==> src/rtl/fir_pkg.sv <==
// Shared constants and types for the FIR coefficient path.
// Latency: n/a (declarations only).
// Backpressure: n/a (declarations only).
//
// Contents:
//   RAM_WIDTH, COEFF_RAM_DEPTH, ORDER   - coefficient geometry
//   clogb2()                            - ceiling log2 for index widths
//   COEFF_IDX_W, COEFF_ADDR_W           - tap index / {bank, index} widths
//   loader_state_e                      - coefficient loader FSM states
//   coeff_wr_t                          - one registered coefficient RAM write
package fir_pkg;

    localparam int RAM_WIDTH       = 8;
    localparam int COEFF_RAM_DEPTH = 8;
    localparam int ORDER           = 8;

    // Smallest w such that 2**w >= depth.
    function automatic int clogb2(input int depth);
        int w;
        w = 0;
        while ((1 << w) < depth) begin
            w = w + 1;
        end
        return w;
    endfunction

    localparam int COEFF_IDX_W  = clogb2(COEFF_RAM_DEPTH);
    // One extra bit: the MSB selects the bank in ram_addr, and in counters it
    // lets idx/tap count reach ORDER itself.
    localparam int COEFF_ADDR_W = COEFF_IDX_W + 1;

    typedef enum logic [2:0] {
        IDLE,
        LOAD,
        DRAIN,
        ZFILL,
        WAIT_SWAP
    } loader_state_e;

    typedef struct packed {
        logic                    we;
        logic [COEFF_ADDR_W-1:0] addr;
        logic [RAM_WIDTH-1:0]    din;
    } coeff_wr_t;

endpackage

==> src/rtl/fir_coeff_loader.sv <==
// Loads coefficient frames into the inactive bank of a double-banked RAM and swaps banks on a sample boundary.
// Latency: RAM write 1 cycle after each accepted byte; load_done (ORDER-N)+2 cycles after the last coefficient with strobe high.
// Backpressure: s_ready is low while zero-filling and while waiting for sample_strobe; otherwise every byte is accepted.
//
// Ports:
//   clk, rst                 system clock, synchronous active-high reset
//   s_valid/s_ready/s_data/s_last   byte stream: header N, then N coefficients, s_last on the final byte
//   sample_strobe            FIR is between samples, a bank swap is allowed
//   ram_we/ram_addr/ram_din  registered write port, ram_addr = {bank, tap index}, always the inactive bank
//   active_bank, active_taps bank and tap count the FIR must use
//   busy                     loader is mid-frame or waiting to swap
//   load_done, frame_err     single-cycle pulses: bank swapped / frame rejected
module fir_coeff_loader
    import fir_pkg::*;
(
    input  logic                    clk,
    input  logic                    rst,
    input  logic                    s_valid,
    output logic                    s_ready,
    input  logic [RAM_WIDTH-1:0]    s_data,
    input  logic                    s_last,
    input  logic                    sample_strobe,
    output logic                    ram_we,
    output logic [COEFF_ADDR_W-1:0] ram_addr,
    output logic [RAM_WIDTH-1:0]    ram_din,
    output logic                    active_bank,
    output logic [COEFF_ADDR_W-1:0] active_taps,
    output logic                    busy,
    output logic                    load_done,
    output logic                    frame_err
);

    localparam logic [COEFF_ADDR_W-1:0] ORDER_N  = COEFF_ADDR_W'(ORDER);
    localparam logic [COEFF_ADDR_W-1:0] LAST_IDX = COEFF_ADDR_W'(ORDER - 1);
    localparam logic [RAM_WIDTH-1:0]    ORDER_B  = RAM_WIDTH'(ORDER);

    loader_state_e           state;
    loader_state_e           state_nxt;
    logic [COEFF_ADDR_W-1:0] idx;
    logic [COEFF_ADDR_W-1:0] idx_nxt;
    logic [COEFF_ADDR_W-1:0] idx_inc;
    logic [COEFF_ADDR_W-1:0] n_taps;
    logic [COEFF_ADDR_W-1:0] n_taps_nxt;
    logic                    bank;
    logic                    bank_nxt;
    logic [COEFF_ADDR_W-1:0] taps;
    logic [COEFF_ADDR_W-1:0] taps_nxt;
    coeff_wr_t               wr;
    coeff_wr_t               wr_nxt;
    logic                    done_nxt;
    logic                    err_nxt;
    logic                    ready_nxt;
    logic                    xfer;
    logic                    hdr_ok;
    logic                    at_last_coeff;

    assign xfer          = s_valid & s_ready;
    assign idx_inc       = idx + 1'b1;
    assign at_last_coeff = (idx_inc == n_taps);

    // Header is checked at full byte width so 9..255 are rejected, not truncated.
    assign hdr_ok = (s_data != '0) && (s_data <= ORDER_B);

    always_comb begin
        state_nxt  = state;
        idx_nxt    = idx;
        n_taps_nxt = n_taps;
        bank_nxt   = bank;
        taps_nxt   = taps;
        wr_nxt     = '0;
        done_nxt   = 1'b0;
        err_nxt    = 1'b0;

        case (state)
            IDLE: begin
                if (xfer) begin
                    if (hdr_ok && !s_last) begin
                        state_nxt  = LOAD;
                        idx_nxt    = '0;
                        n_taps_nxt = s_data[COEFF_ADDR_W-1:0];
                    end else if (s_last) begin
                        err_nxt = 1'b1;
                    end else begin
                        // Bad header mid-frame: swallow the rest of the frame.
                        state_nxt = DRAIN;
                    end
                end
            end

            LOAD: begin
                if (xfer) begin
                    wr_nxt.we   = 1'b1;
                    wr_nxt.addr = {~bank, idx[COEFF_IDX_W-1:0]};
                    wr_nxt.din  = s_data;
                    idx_nxt     = idx_inc;
                    if (s_last) begin
                        if (at_last_coeff) begin
                            state_nxt = (n_taps == ORDER_N) ? WAIT_SWAP : ZFILL;
                        end else begin
                            err_nxt   = 1'b1;
                            state_nxt = IDLE;
                        end
                    end else if (at_last_coeff) begin
                        // Frame longer than its header claims.
                        state_nxt = DRAIN;
                    end
                end
            end

            DRAIN: begin
                if (xfer && s_last) begin
                    err_nxt   = 1'b1;
                    state_nxt = IDLE;
                end
            end

            ZFILL: begin
                // Clear stale taps left over from a longer previous set.
                wr_nxt.we   = 1'b1;
                wr_nxt.addr = {~bank, idx[COEFF_IDX_W-1:0]};
                wr_nxt.din  = '0;
                idx_nxt     = idx_inc;
                if (idx == LAST_IDX) begin
                    state_nxt = WAIT_SWAP;
                end
            end

            WAIT_SWAP: begin
                // Swap only between samples so the FIR never mixes two sets.
                if (sample_strobe) begin
                    bank_nxt  = ~bank;
                    taps_nxt  = n_taps;
                    done_nxt  = 1'b1;
                    state_nxt = IDLE;
                end
            end

            default: begin
                state_nxt = IDLE;
            end
        endcase

        ready_nxt = (state_nxt == IDLE) || (state_nxt == LOAD) || (state_nxt == DRAIN);
    end

    // s_ready is registered from the next state so it stays low throughout reset
    // and rises on the first cycle after reset is released.
    always_ff @(posedge clk) begin
        if (rst) begin
            state     <= IDLE;
            idx       <= '0;
            n_taps    <= '0;
            bank      <= 1'b0;
            taps      <= '0;
            wr        <= '0;
            load_done <= 1'b0;
            frame_err <= 1'b0;
            s_ready   <= 1'b0;
        end else begin
            state     <= state_nxt;
            idx       <= idx_nxt;
            n_taps    <= n_taps_nxt;
            bank      <= bank_nxt;
            taps      <= taps_nxt;
            wr        <= wr_nxt;
            load_done <= done_nxt;
            frame_err <= err_nxt;
            s_ready   <= ready_nxt;
        end
    end

    assign ram_we      = wr.we;
    assign ram_addr    = wr.addr;
    assign ram_din     = wr.din;
    assign active_bank = bank;
    assign active_taps = taps;
    assign busy        = (state != IDLE);

endmodule

==> config.mk <==
export PLATFORM = sky130hd
export DESIGN_NAME = fir_coeff_loader
export DESIGN_NICKNAME = d
export VERILOG_FILES = /design/src/rtl/fir_pkg.sv /design/src/rtl/fir_coeff_loader.sv
export SDC_FILE = /design/constraint.sdc
export NUM_CORES = 1
export LEC_CHECK = 0
export BUFFER_PORTS_ARGS = -buffer_cell sky130_fd_sc_hd__buf_4
export CORE_AREA = 2 2 66 68
export CTS_CLUSTER_SIZE = 16
export DETAILED_ROUTE_END_ITERATION = 10
export DIE_AREA = 0 0 68 70
export SETUP_SLACK_MARGIN = 0.1
export SYNTH_ARGS = -nofsm -noshare
export SYNTH_HDL_FRONTEND = slang
export SYNTH_SLANG_ARGS = --single-unit
==> constraint.sdc <==
create_clock -name clk -period 2.25 [get_ports clk]
set_input_delay 0.675 -clock clk [delete_from_list [all_inputs] [get_ports clk]]
set_output_delay 0.675 -clock clk [all_outputs]
set_load 0.01 [all_outputs]
# --- After elaboration in Yosys (flattened, before gate mapping) ---
# Index checks and enable logic that the tools add are counted.
word_totals:
  output_inout_bits: 22
  word_cells: 70
  ff_bits: 32
  in_bits: 13
classes:
  n_addsub: 1
  mux: 27
  n_reduce_logical: 15
  eq_ne: 12
  order_cmp: 1
  bitwise: 3
op_table:
  columns: ["operator", "count"]
  rows:
  - ["$mux W3", 11]
  - ["$pmux W13 S2", 1]
  - ["$pmux W3 S5", 1]
  - ["$mux W13", 1]
  - ["$mux W4", 3]
  - ["$pmux W4 S3", 1]
  - ["$eq A3 B2 Y1 const B", 3]
  - ["$le A8 B4 Y1 const B", 1]
  - ["$mux W1", 8]
  - ["$reduce_bool A8 Y1", 1]
  - ["$eq A3 B1 Y1 const B", 2]
  - ["$logic_not A3 Y1", 2]
  - ["$ne A2 B2 Y1 const B", 3]
  - ["$reduce_bool A3 Y1", 2]
  - ["$add A4 B1 Y4 const B", 1]
  - ["$eq A4 B3 Y1 const B", 1]
  - ["$eq A4 B4 Y1", 1]
  - ["$eq A4 B4 Y1 const B", 1]
  - ["$reduce_and A4 Y1", 1]
  - ["$eq A3 B3 Y1 const B", 1]
  - ["$logic_and A1 B1 Y1", 3]
  - ["$pmux W1 S3", 1]
  - ["$reduce_and A3 Y1", 1]
  - ["$logic_or A1 B1 Y1", 2]
  - ["other kinds (5)", 6]

# --- Logic depth before layout (Yosys ltp) ---
depth:
  word_depth: 9
  depth_mapped: 6
  ltp_nobuf: 6

# --- Least setup slack after synthesis ---
# OpenSTA, ideal clock, no wires.
synth_path:
  path_kind: "in2reg"
  start: "input port s_data[4]"
  end: "register n_taps[0]"
  path_slack_ns: 0.242
  path_buffers: 0
  cell_stages: 5
  setup_ns: 0.129
  arrival_time_ns: 1.879
  required_time_ns: 2.121
  cell_sequence: "or4_4 -> nor4_4 -> nand4_2 -> mux2i_1 -> nor2_1"
synth_via:
  elab_chain_cells: 4
  elab_cells_between_ends: 5
  classes_between: "order compare: 1; reduce/logical: 4"
synth_rtl:
  columns: ["element", "line", "text"]
  rows:
  - ["from (decl)", "fir_coeff_loader.sv:20", "input logic [RAM_WIDTH-1:0] s_data,"]
  - ["$le A8 B4 Y1 / $reduce_bool A8 Y1 (equally long branches)", "fir_coeff_loader.sv:62", "assign hdr_ok = (s_data != '0) && (s_data <= ORDER_B);"]
  - ["$logic_and A1 B1 Y1 (*)", "fir_coeff_loader.sv:62", null]
  - ["$logic_and A1 B1 Y1 (*)", "fir_coeff_loader.sv:77", "if (hdr_ok && !s_last) begin"]
  - ["$reduce_and A3 Y1 (no source line) (*)", null, null]
  - ["to (signal assigned)", "fir_coeff_loader.sv:162", "n_taps <= n_taps_nxt;"]
  - ["to (decl)", "fir_coeff_loader.sv:42", "logic [COEFF_ADDR_W-1:0] n_taps;"]
# Every way passes the cells marked *; elsewhere a longest branch is shown, timed or not.
# A chain may end at the register's enable or synchronous reset.

# --- Worst setup path after layout ---
layout_path:
  start: "register state[2]"
  end: "output port busy"
layout_via:
  elab_chain_cells: 1
layout_rtl:
  columns: ["element", "line", "text"]
  rows:
  - ["from (decl)", "fir_coeff_loader.sv:37", "loader_state_e state;"]
  - ["from (signal assigned)", "fir_coeff_loader.sv:160", "state <= state_nxt;"]
  - ["$reduce_bool A3 Y1", "fir_coeff_loader.sv:177", "assign busy = (state != IDLE);"]
  - ["to (decl)", "fir_coeff_loader.sv:28", "output logic busy,"]
# No other way between the ends.

==> impl_metrics.json <==
{
  "dieArea_mm2": 0.00476,
  "place_ws_ns": -0.0259,
  "critical_path_class": "flip-flop to output pin",
  "ant_nets": 0,
  "avgViaCountPerCell": 4.90,
  "die_w_um": 68,
  "hold_buffers": 0,
  "ys_seq_area_frac": 0.471,
  "arrival_ns": 1.36,
  "coreArea_mm2": 0.00414,
  "synthCells": 140,
  "cp_max_fo": 13,
  "layout.nets": 192,
  "gr-total-overflow": 0,
  "synthTopCellsByArea": "dfxtp_1 (47%), mux2i_1 (5.9%), and2_1 (5.1%), nor2_1 (3.9%), xnor2_1 (2.6%)",
  "cts_resized": 0,
  "grt_pass1_wl_um": 5380,
  "synth_fp_nets": 154,
  "synth.distinct_cells": 44,
  "grt_max_degree": 18,
  "final_util": 0.426,
  "routed_wl_um": 3210,
  "grt_pass1_vias": 1132,
  "worstHoldPathType": "flip-flop to flip-flop",
  "n_antenna_cell": 0,
  "dr.pass1.iters": 4,
  "fin_ws_ns": 0.219,
  "wl_per_cell_um": 13.9,
  "track_usage": 0.151,
  "p_leak_nw": 0.779,
  "period_share": 0.903,
  "cts_sinks": 32,
  "power.density_mw_per_mm2": 623,
  "place_area_mm2": 0.00168,
  "yosys.area.top_type": "dfxtp_1",
  "ir_worst_vdd_mv": 0.344,
  "syn_avg_cell_area_um2": 9.71,
  "ioPinCount": 35,
  "min_period_ns": 2.03,
  "drt-initial-drc-count": 72,
  "status": "finished, final reports clean",
  "numCtsBuffers": 5,
  "clock_path_buffers": 2,
  "postLayoutCellArea_mm2": 0.00177,
  "netlist_area_mm2": 0.00136,
  "num_vias": 1132,
  "gp_congestion": 0.831,
  "cp-start-kind": "flip-flop",
  "end_kind": "output pin",
  "hold_viol_final": 0,
  "area.growth.synth_to_final_pct": 30.0,
  "tritoncts": "built",
  "dieHeight_um": 70,
  "initial_core_util": 0.328,
  "n_fill_cell": 438,
  "slew_viol_final": 0,
  "layout-drive-gt1-share": 0.279,
  "final_common_cell": "buf_4",
  "path_delay_family": "flip-flops",
  "tightest_slew_ns": 0.530,
  "drc": 0,
  "fin_skew_ns": 0.00280,
  "synthFlopType": "dfxtp_1",
  "clock.fmax_mhz": 492,
  "place_hpwl_um": 2410,
  "synth_warnings": 0,
  "num_rows": 24,
  "worst_ep_required_time_ns": 1.57,
  "drv_cap": 0,
  "rsz0062_at_grt": "false",
  "crit_path_cell_trace": "nor3_1 -> inv_1 -> buf_4",
  "post_cts_buffers": 0,
  "htreeDepth": 2,
  "synth-edff-count": 0,
  "clk_latency_ns": 0.28,
  "synth-async-reset-ratio": 0,
  "root_buffer": "clkbuf_8",
  "setup_violations": 0,
  "portBuffers": 34,
  "slowest_delay_ns": 0.44,
  "ys_ff_latch": 32,
  "antenna_found_initial": 0,
  "slew_headroom": 0.642,
  "path_clk_slew_ns": 0.07,
  "layout_common_cells": "buf_4 (37), dfxtp_1 (32), nor2_1 (14)",
  "yosys.area.top_type_share": 0.471,
  "critPathSlowestCell": "dfxtp_1",
  "path_buf_inv": 2
}
worst paths after layout:
path	from	slack, ns	cells after the start	endpoint
worst min-delay path	active_bank	0.49	1	ram_addr[3]
worst min register to register	active_bank	0.49	1	ram_addr[3]
worst max register to register	idx[0]	0.38	6	state[1]
worst max-delay path	state[2]	0.22	3	busy
flip-flops by register name (all words and copies together) (netlist names):
register	count
state	3
active_bank	1
load_done	1
ram_we	1
idx	4
ram_addr	4
s_ready	1
frame_err	1
active_taps	4
n_taps	4
ram_din	8
cell families after synthesis:
group	Yosys count	share of synthesized area
compound gates	23	0.117
xor+xnor	7	0.0451
fa+ha+maj	1	0.00921
buf+inv	9	0.0249
flops	32	0.471
mux	8	0.0589
simple gates	60	0.273
synthesized netlist by cell type, drive strengths merged, types with 2 or more instances:
cell type,instances
clkbuf,6
nor2b,5
nor2,14
mux2i,8
nand2,6
nand3,3
nor4,4
nor4b,2
dfxtp,32
nand4,2
o21ai,8
inv,3
and2,11
nor3,3
xor2,3
a21oi,3
xnor2,4
power by group:
group / switching, mW / internal (mW)
Combinational: 0.0432 / 0.0399
Sequential: 0.00881 / 0.572
Clock: 0.222 / 0.215
Total: 0.274 / 0.827
per-layer routing:
layer | track usage | share of wire | vias up | wire, um
li1 | - | - | 579 | -
met1 | 0.190 | 0.47 | 528 | 1490
met2 | 0.241 | 0.48 | 20 | 1550
met3 | 0.0483 | 0.038 | 5 | 122
met4 | 0.0467 | 0.013 | 0 | 42
met5 | 0 | 0 | - | 0
worst register-to-register path, delay by kind of cell, from the launching register on:
family	cells	cell delay [ns]
compound gates	1	0.21
xor+xnor	2	0.40
fa+ha+maj	1	0.29
flops	1	0.43
simple gates	2	0.47
through the flow:
| step | power [mW] | instances | hold slack, ns | setup TNS, ns |
|---|---|---|---|---|
| 3_3_place_gp | 0.675 | 223 | 0.477 | 0 |
| 2_1_floorplan | 0.633 | 140 | 0.465 | 0 |
| 4_1_cts | 1.11 | 231 | 0.487 | 0 |
| 6_report | 1.10 | 231 | 0.486 | 0 |
| 5_1_grt | 1.14 | 231 | 0.531 | 0 |
| 3_5_place_dp | 0.676 | 223 | 0.484 | -0.0695 |
layout make-up:
cell class / instances / area [um^2] / share of cell area
multi-input combinational: 99 / 684 / 0.387
timing repair buffer: 37 / 278 / 0.157
clock buffer: 5 / 68.8 / 0.0390
clock inverter: 3 / 18.8 / 0.0106
tap: 52 / 65.1 / 0.0368
inverter: 3 / 11.3 / 0.00637
sequential: 32 / 641 / 0.363
(Power assumes the default switching activity.)
